**config.mk**
```make
export PLATFORM = sky130hd
export DESIGN_NAME = mem_wb_stage
export DESIGN_NICKNAME = d
export VERILOG_FILES = /design/src/rtl/mem_wb_stage.sv
export SDC_FILE = /design/constraint.sdc
export NUM_CORES = 1
export LEC_CHECK = 0
export BUFFER_PORTS_ARGS = -buffer_cell sky130_fd_sc_hd__buf_4
export CORE_AREA = 2 2 202 204
export CTS_CLUSTER_DIAMETER = 150
export DETAILED_ROUTE_END_ITERATION = 8
export DIE_AREA = 0 0 204 206
export PLACE_DENSITY = 0.62
export SYNTH_ARGS = -nofsm -noshare
export SYNTH_HDL_FRONTEND = slang
export SYNTH_SLANG_ARGS = --single-unit
```
**constraint.sdc**
```tcl
create_clock -name clk -period 3.3 [get_ports clk]
set_input_delay 0.66 -clock clk [delete_from_list [all_inputs] [get_ports clk]]
set_output_delay 0.66 -clock clk [all_outputs]
set_load 0.02 [all_outputs]
```
**src/rtl/mem_wb_stage.sv**
```systemverilog
// MEM/WB pipeline register: captures the MEM-stage bundle, holds on stall, bubbles on flush,
// aligns/extends load data from the registered raw word and counts retired instructions.
module mem_wb_stage (
  input  logic        clk,
  input  logic        rst_n,
  input  logic        stall,
  input  logic        flush,
  input  logic        mem_valid,
  input  logic [31:0] mem_pc,
  input  logic [2:0]  mem_rf_wsel,
  input  logic        mem_rf_nwe,
  input  logic [4:0]  mem_rf_waddr,
  input  logic [31:0] mem_alu,
  input  logic [31:0] mem_rs,
  input  logic [31:0] mem_ram_rdata,
  input  logic [2:0]  mem_load_type,
  input  logic [1:0]  mem_addr_lo,
  input  logic [63:0] mem_hilo,
  input  logic [31:0] mem_cp0,
  input  logic        mem_cp0_ex,
  input  logic        int_flush_in,
  output logic        wb_valid,
  output logic [31:0] wb_pc,
  output logic [2:0]  wb_rf_wsel,
  output logic        wb_rf_nwe,
  output logic [4:0]  wb_rf_waddr,
  output logic [31:0] wb_alu,
  output logic [31:0] wb_rs,
  output logic [63:0] wb_hilo,
  output logic [31:0] wb_cp0,
  output logic        wb_cp0_ex,
  output logic        wb_int_flush,
  output logic [31:0] wb_ram,
  output logic [31:0] retire_cnt
);

  localparam logic [2:0] LT_LB  = 3'b001;
  localparam logic [2:0] LT_LBU = 3'b010;
  localparam logic [2:0] LT_LH  = 3'b011;
  localparam logic [2:0] LT_LHU = 3'b100;

  logic [31:0] ram_raw_r;
  logic [2:0]  load_type_r;
  logic [1:0]  addr_lo_r;
  logic        retire_s;

  // Unrecognised load types fall back to a full-word load.
  function automatic logic [31:0] align_load(input logic [31:0] raw,
                                             input logic [2:0]  lt,
                                             input logic [1:0]  lo);
    logic [7:0]  byte_v;
    logic [15:0] half_v;
    case (lo)
      2'd0:    byte_v = raw[7:0];
      2'd1:    byte_v = raw[15:8];
      2'd2:    byte_v = raw[23:16];
      2'd3:    byte_v = raw[31:24];
      default: byte_v = raw[7:0];
    endcase
    half_v = lo[1] ? raw[31:16] : raw[15:0];
    case (lt)
      LT_LB:   align_load = {{24{byte_v[7]}}, byte_v};
      LT_LBU:  align_load = {24'd0, byte_v};
      LT_LH:   align_load = {{16{half_v[15]}}, half_v};
      LT_LHU:  align_load = {16'd0, half_v};
      default: align_load = raw;
    endcase
  endfunction

  assign retire_s = ~flush & ~stall & mem_valid & ~mem_cp0_ex & ~int_flush_in;

  // Pipeline register: flush beats stall, stall holds everything.
  always_ff @(posedge clk or negedge rst_n) begin
    if (!rst_n) begin
      wb_valid     <= 1'b0;
      wb_pc        <= 32'd0;
      wb_rf_wsel   <= 3'd0;
      wb_rf_nwe    <= 1'b0;
      wb_rf_waddr  <= 5'd0;
      wb_alu       <= 32'd0;
      wb_rs        <= 32'd0;
      wb_hilo      <= 64'd0;
      wb_cp0       <= 32'd0;
      wb_cp0_ex    <= 1'b0;
      wb_int_flush <= 1'b0;
      ram_raw_r    <= 32'd0;
      load_type_r  <= 3'd0;
      addr_lo_r    <= 2'd0;
    end else if (flush) begin
      wb_valid     <= 1'b0;
      wb_pc        <= 32'd0;
      wb_rf_wsel   <= 3'd0;
      wb_rf_nwe    <= 1'b0;
      wb_rf_waddr  <= 5'd0;
      wb_alu       <= 32'd0;
      wb_rs        <= 32'd0;
      wb_hilo      <= 64'd0;
      wb_cp0       <= 32'd0;
      wb_cp0_ex    <= 1'b0;
      wb_int_flush <= 1'b0;
      ram_raw_r    <= 32'd0;
      load_type_r  <= 3'd0;
      addr_lo_r    <= 2'd0;
    end else if (!stall) begin
      wb_valid     <= mem_valid;
      wb_pc        <= mem_pc;
      wb_rf_wsel   <= mem_rf_wsel;
      wb_rf_nwe    <= mem_rf_nwe;
      wb_rf_waddr  <= mem_rf_waddr;
      wb_alu       <= mem_alu;
      wb_rs        <= mem_rs;
      wb_hilo      <= mem_hilo;
      wb_cp0       <= mem_cp0;
      wb_cp0_ex    <= mem_cp0_ex;
      wb_int_flush <= int_flush_in;
      ram_raw_r    <= mem_ram_rdata;
      load_type_r  <= mem_load_type;
      addr_lo_r    <= mem_addr_lo;
    end
  end

  // Retired-instruction counter, wraps naturally at 32 bits.
  always_ff @(posedge clk or negedge rst_n) begin
    if (!rst_n) begin
      retire_cnt <= 32'd0;
    end else if (retire_s) begin
      retire_cnt <= retire_cnt + 32'd1;
    end
  end

  // Load alignment works only from registered copies, so no mem_* path reaches wb_ram.
  always_comb begin
    wb_ram = align_load(ram_raw_r, load_type_r, addr_lo_r);
  end

endmodule

```
==> metrics.txt <==
Die X=about 200 um; non-filler cells, final=approximately 2,000; DIE AREA=0.0420 mm2; drc violations=0; pwr/cell area=approximately 500 mW/mm2; CTS Sinks=roughly 270; Fin Clk Skew=3.44 ps; fillers=just under 4,000; worst path cell trace=buf_4 -> mux4_2 -> and3_1 -> a221o_1 -> buf_4; MaxCap Viol Count=0; endpoints failing setup=0; Max rail drop VDD=around 0.34 mV; area of the multi-input gates=0.00465 mm2; core region area=0.0402 mm2; number of diodes=0; largest stage delay on the critical path=roughly 490 ps; RR Startpoint=retire_cnt[8]; synthesized area=roughly 0.012 mm2; Tmin final=2990 ps; Crit Path Class=flop to primary output; Netlist cell types=38; dpl cells=between 1,500 and 2,000; via/cell ratio=around 4.6; RSZ-0062 raised after global routing=no; max-slew violations=0; Final HPWL DP=approximately 25,000 um; Final GP Congestion=0.794; H-tree level count=1; worst rel slew slack=between 20% and 30%; met2 WL post-DR=approximately 17,000 um; Root Buffer=clkbuf_16; Setup crit start=addr_lo_r[0]; area growth from synthesis to layout=47.0%; setup TNS after final layout=0 ps; Sw Ratio=26.4%; CTS Buffer Depth=3; initial antenna violation count=0; Sequential Power Share=between 40 and 50%; crit path DAT=roughly 2300 ps; Routed WL per cell=roughly 18 um; cells after synthesis=roughly 1,000; Avg Synthesized Cell Area=about 12 um2; I/O pin cnt=roughly 510; DR vias=around 9,400; Yosys warning count=0; largest net degree at the start of global routing=roughly 130; Remaining Overflow, GRT=0; Post-CTS Resized=0; routed wl met3=3300 um; Worst Setup End Kind=primary output; Die H=around 200 um; Worst EP required=2640 ps; Finished Core Util=a little over two fifths; M1 WL=14,200 um; Clk Latency, worst-skew pair=approximately 560 ps; Post-CTS Setup Inserts=0; DR iter-0 viols=between 500 and 600; CTS tree=yes; Reg area=0.00683 mm2; Hold Buf Count CTS=0; drt pass-1 iters=4; cts bufs inserted=30; Detailed Route WL=35,900 um; most used cell, CP=buf_4; Rows=between 70 and 80; power share of the clock group=between 40% and 50%; Post-Syn Nets=1,238; worst-path fanout max=6; Tightest Pin Transition=between 1000 and 1500 ps; CP max-delay cell=mux4_2; antenna-violating nets left=0; endpoints failing hold=0; Worst-path clk slew=around 60 ps; vias in the first global route=between 9,000 and 10,000; first-pass GRT wire length=about 54,000 um; Comb power frac=roughly 17%; Pint=around 6.3 mW; Nets=between 1,500 and 2,000; fmax=approximately 0.33 GHz; port buffer count=between 500 and 600; Setup crit start kind=flop; share of layout cells above drive strength 1=39.4%; post-synthesis register bit count=approximately 270; Final Cycle Share=between 90% and 100%; uppermost layer routed=met4; Hold Path Class=primary input to asynchronous set/reset pin; status=finished clean; Initial Util=between 20% and 30%; GRT Resource Usage Total=between 10% and 20%; NetSw=~2.3 mW; sequential share of the synthesized area=~58%; Pleak=about 9.3 nW
[power by group through the flow]
stage | clock network (mW) | logic (mW) | registers [mW]
detailed placement | 0 | 1.45 | 3.73
floorplan | 0 | 0.507 | 3.89
CTS | 3.61 | 1.45 | 3.67
global placement | 0 | 1.43 | 3.72
finish | 3.49 | 1.43 | 3.67
global route | 3.76 | 1.54 | 3.70
[placed cells by master, fill, tap and decap left out, types with 12 or more instances in the layout]
cell type,n
a21o_1,16
a221o_1,15
and3_1,13
buf_4,524
clkbuf_16,31
dfrtp_1,273
mux2i_1,242
nand2_1,16
nand3_1,12
nand4_1,16
nor2_1,248
xnor2_1,28
[synthesized netlist by cell type (all sizes together)]
master  count  area share, %
nor2      248            7.9
nand2b      1          0.053
o21ai       1          0.043
nand2      16           0.51
nand4      16           0.85
xor2        5           0.37
nor4        2           0.23
o22ai       1          0.053
inv         3          0.096
and3       13           0.69
mux2i     242             21
clkbuf     38            1.2
a21oi       2          0.085
a21o       16            1.0
a221o      15            1.3
nand3      12           0.51
a211o       1          0.075
or4b        1          0.085
nor3b       1          0.064
and2        3           0.16
buf        28            1.0
mux2        1          0.096
and4        2           0.15
nor3        6           0.26
a311oi      1          0.075
nor4b       1           0.20
nor2b       1          0.053
ha          1           0.11
xnor2      28            2.1
nand4b      2           0.15
nand3b      1          0.064
o311ai      1          0.075
mux4        8            1.5
dfrtp     273             58
a21boi      1          0.064
[flip-flops by register name, summed over array words and instances, names as in the netlist]
signal        cells
ram_raw_r        32
wb_cp0_ex         1
wb_pc            32
wb_alu           32
wb_rs            32
wb_rf_waddr       5
retire_cnt       32
wb_valid          1
wb_rf_wsel        3
wb_int_flush      1
load_type_r       3
wb_rf_nwe         1
wb_hilo          64
wb_cp0           32
addr_lo_r         2
[path summary, 6_finish.rpt]
kind	cells past startpoint	slack [ps]	to
max in group asynchronous	2	2330	wb_rs[12]
min	1	140	ram_raw_r[3]
max reg2reg	4	1170	retire_cnt[24]
min in group clk	3	340	wb_pc[0]
max	5	310	wb_ram[3]
min reg2reg	1	480	retire_cnt[31]
[cell type report]
class                           count  share of cell area [%]
Sequential cell                   273                    39.5
Inverter                            3                  0.0652
Timing Repair Buffer              532                    23.6
Clock buffer                       42                    5.19
Tap cell                          532                    3.85
Clock inverter                     13                   0.840
Multi-Input combinational cell    650                    26.9
[through the flow]
| stage | power, mW | hold slack (ps) | cell area [um2] | worst slack [ps] |
|---|---|---|---|---|
| 6_report | 8.60 | 137 | 17300 | 307 |
| 5_1_grt | 8.99 | 157 | 17300 | 104 |
| 4_1_cts | 8.73 | 168 | 17300 | 259 |
| 3_5_place_dp | 5.18 | 467 | 16200 | 740 |
| 3_3_place_gp | 5.15 | 472 | 16200 | 735 |
| 2_1_floorplan | 4.40 | 364 | 11800 | 709 |
[kinds of logic after synthesis]
logic type / Yosys count / share of synthesized area (%)
mux: 251 / 22.2
xor+xnor: 33 / 2.46
simple gates: 326 / 12.0
fa+ha+maj: 1 / 0.106
compound gates: 39 / 2.77
buf+inv: 69 / 2.32
flops: 273 / 58.1
[critical path, delay by kind of cell (launching register included)]
| family | cells | cell delay, ps |
|---|---|---|
| compound gates | 1 | 270 |
| buf+inv | 2 | 370 |
| flops | 1 | 450 |
| mux | 1 | 490 |
| simple gates | 1 | 190 |
[routing by layer]
metal	vias to the layer above	track usage, %
met1	4513	19.7
met5	-	0
li1	4394	-
met3	61	5.00
met2	399	27.4
met4	0	5.25
(Power assumes the default switching activity.)
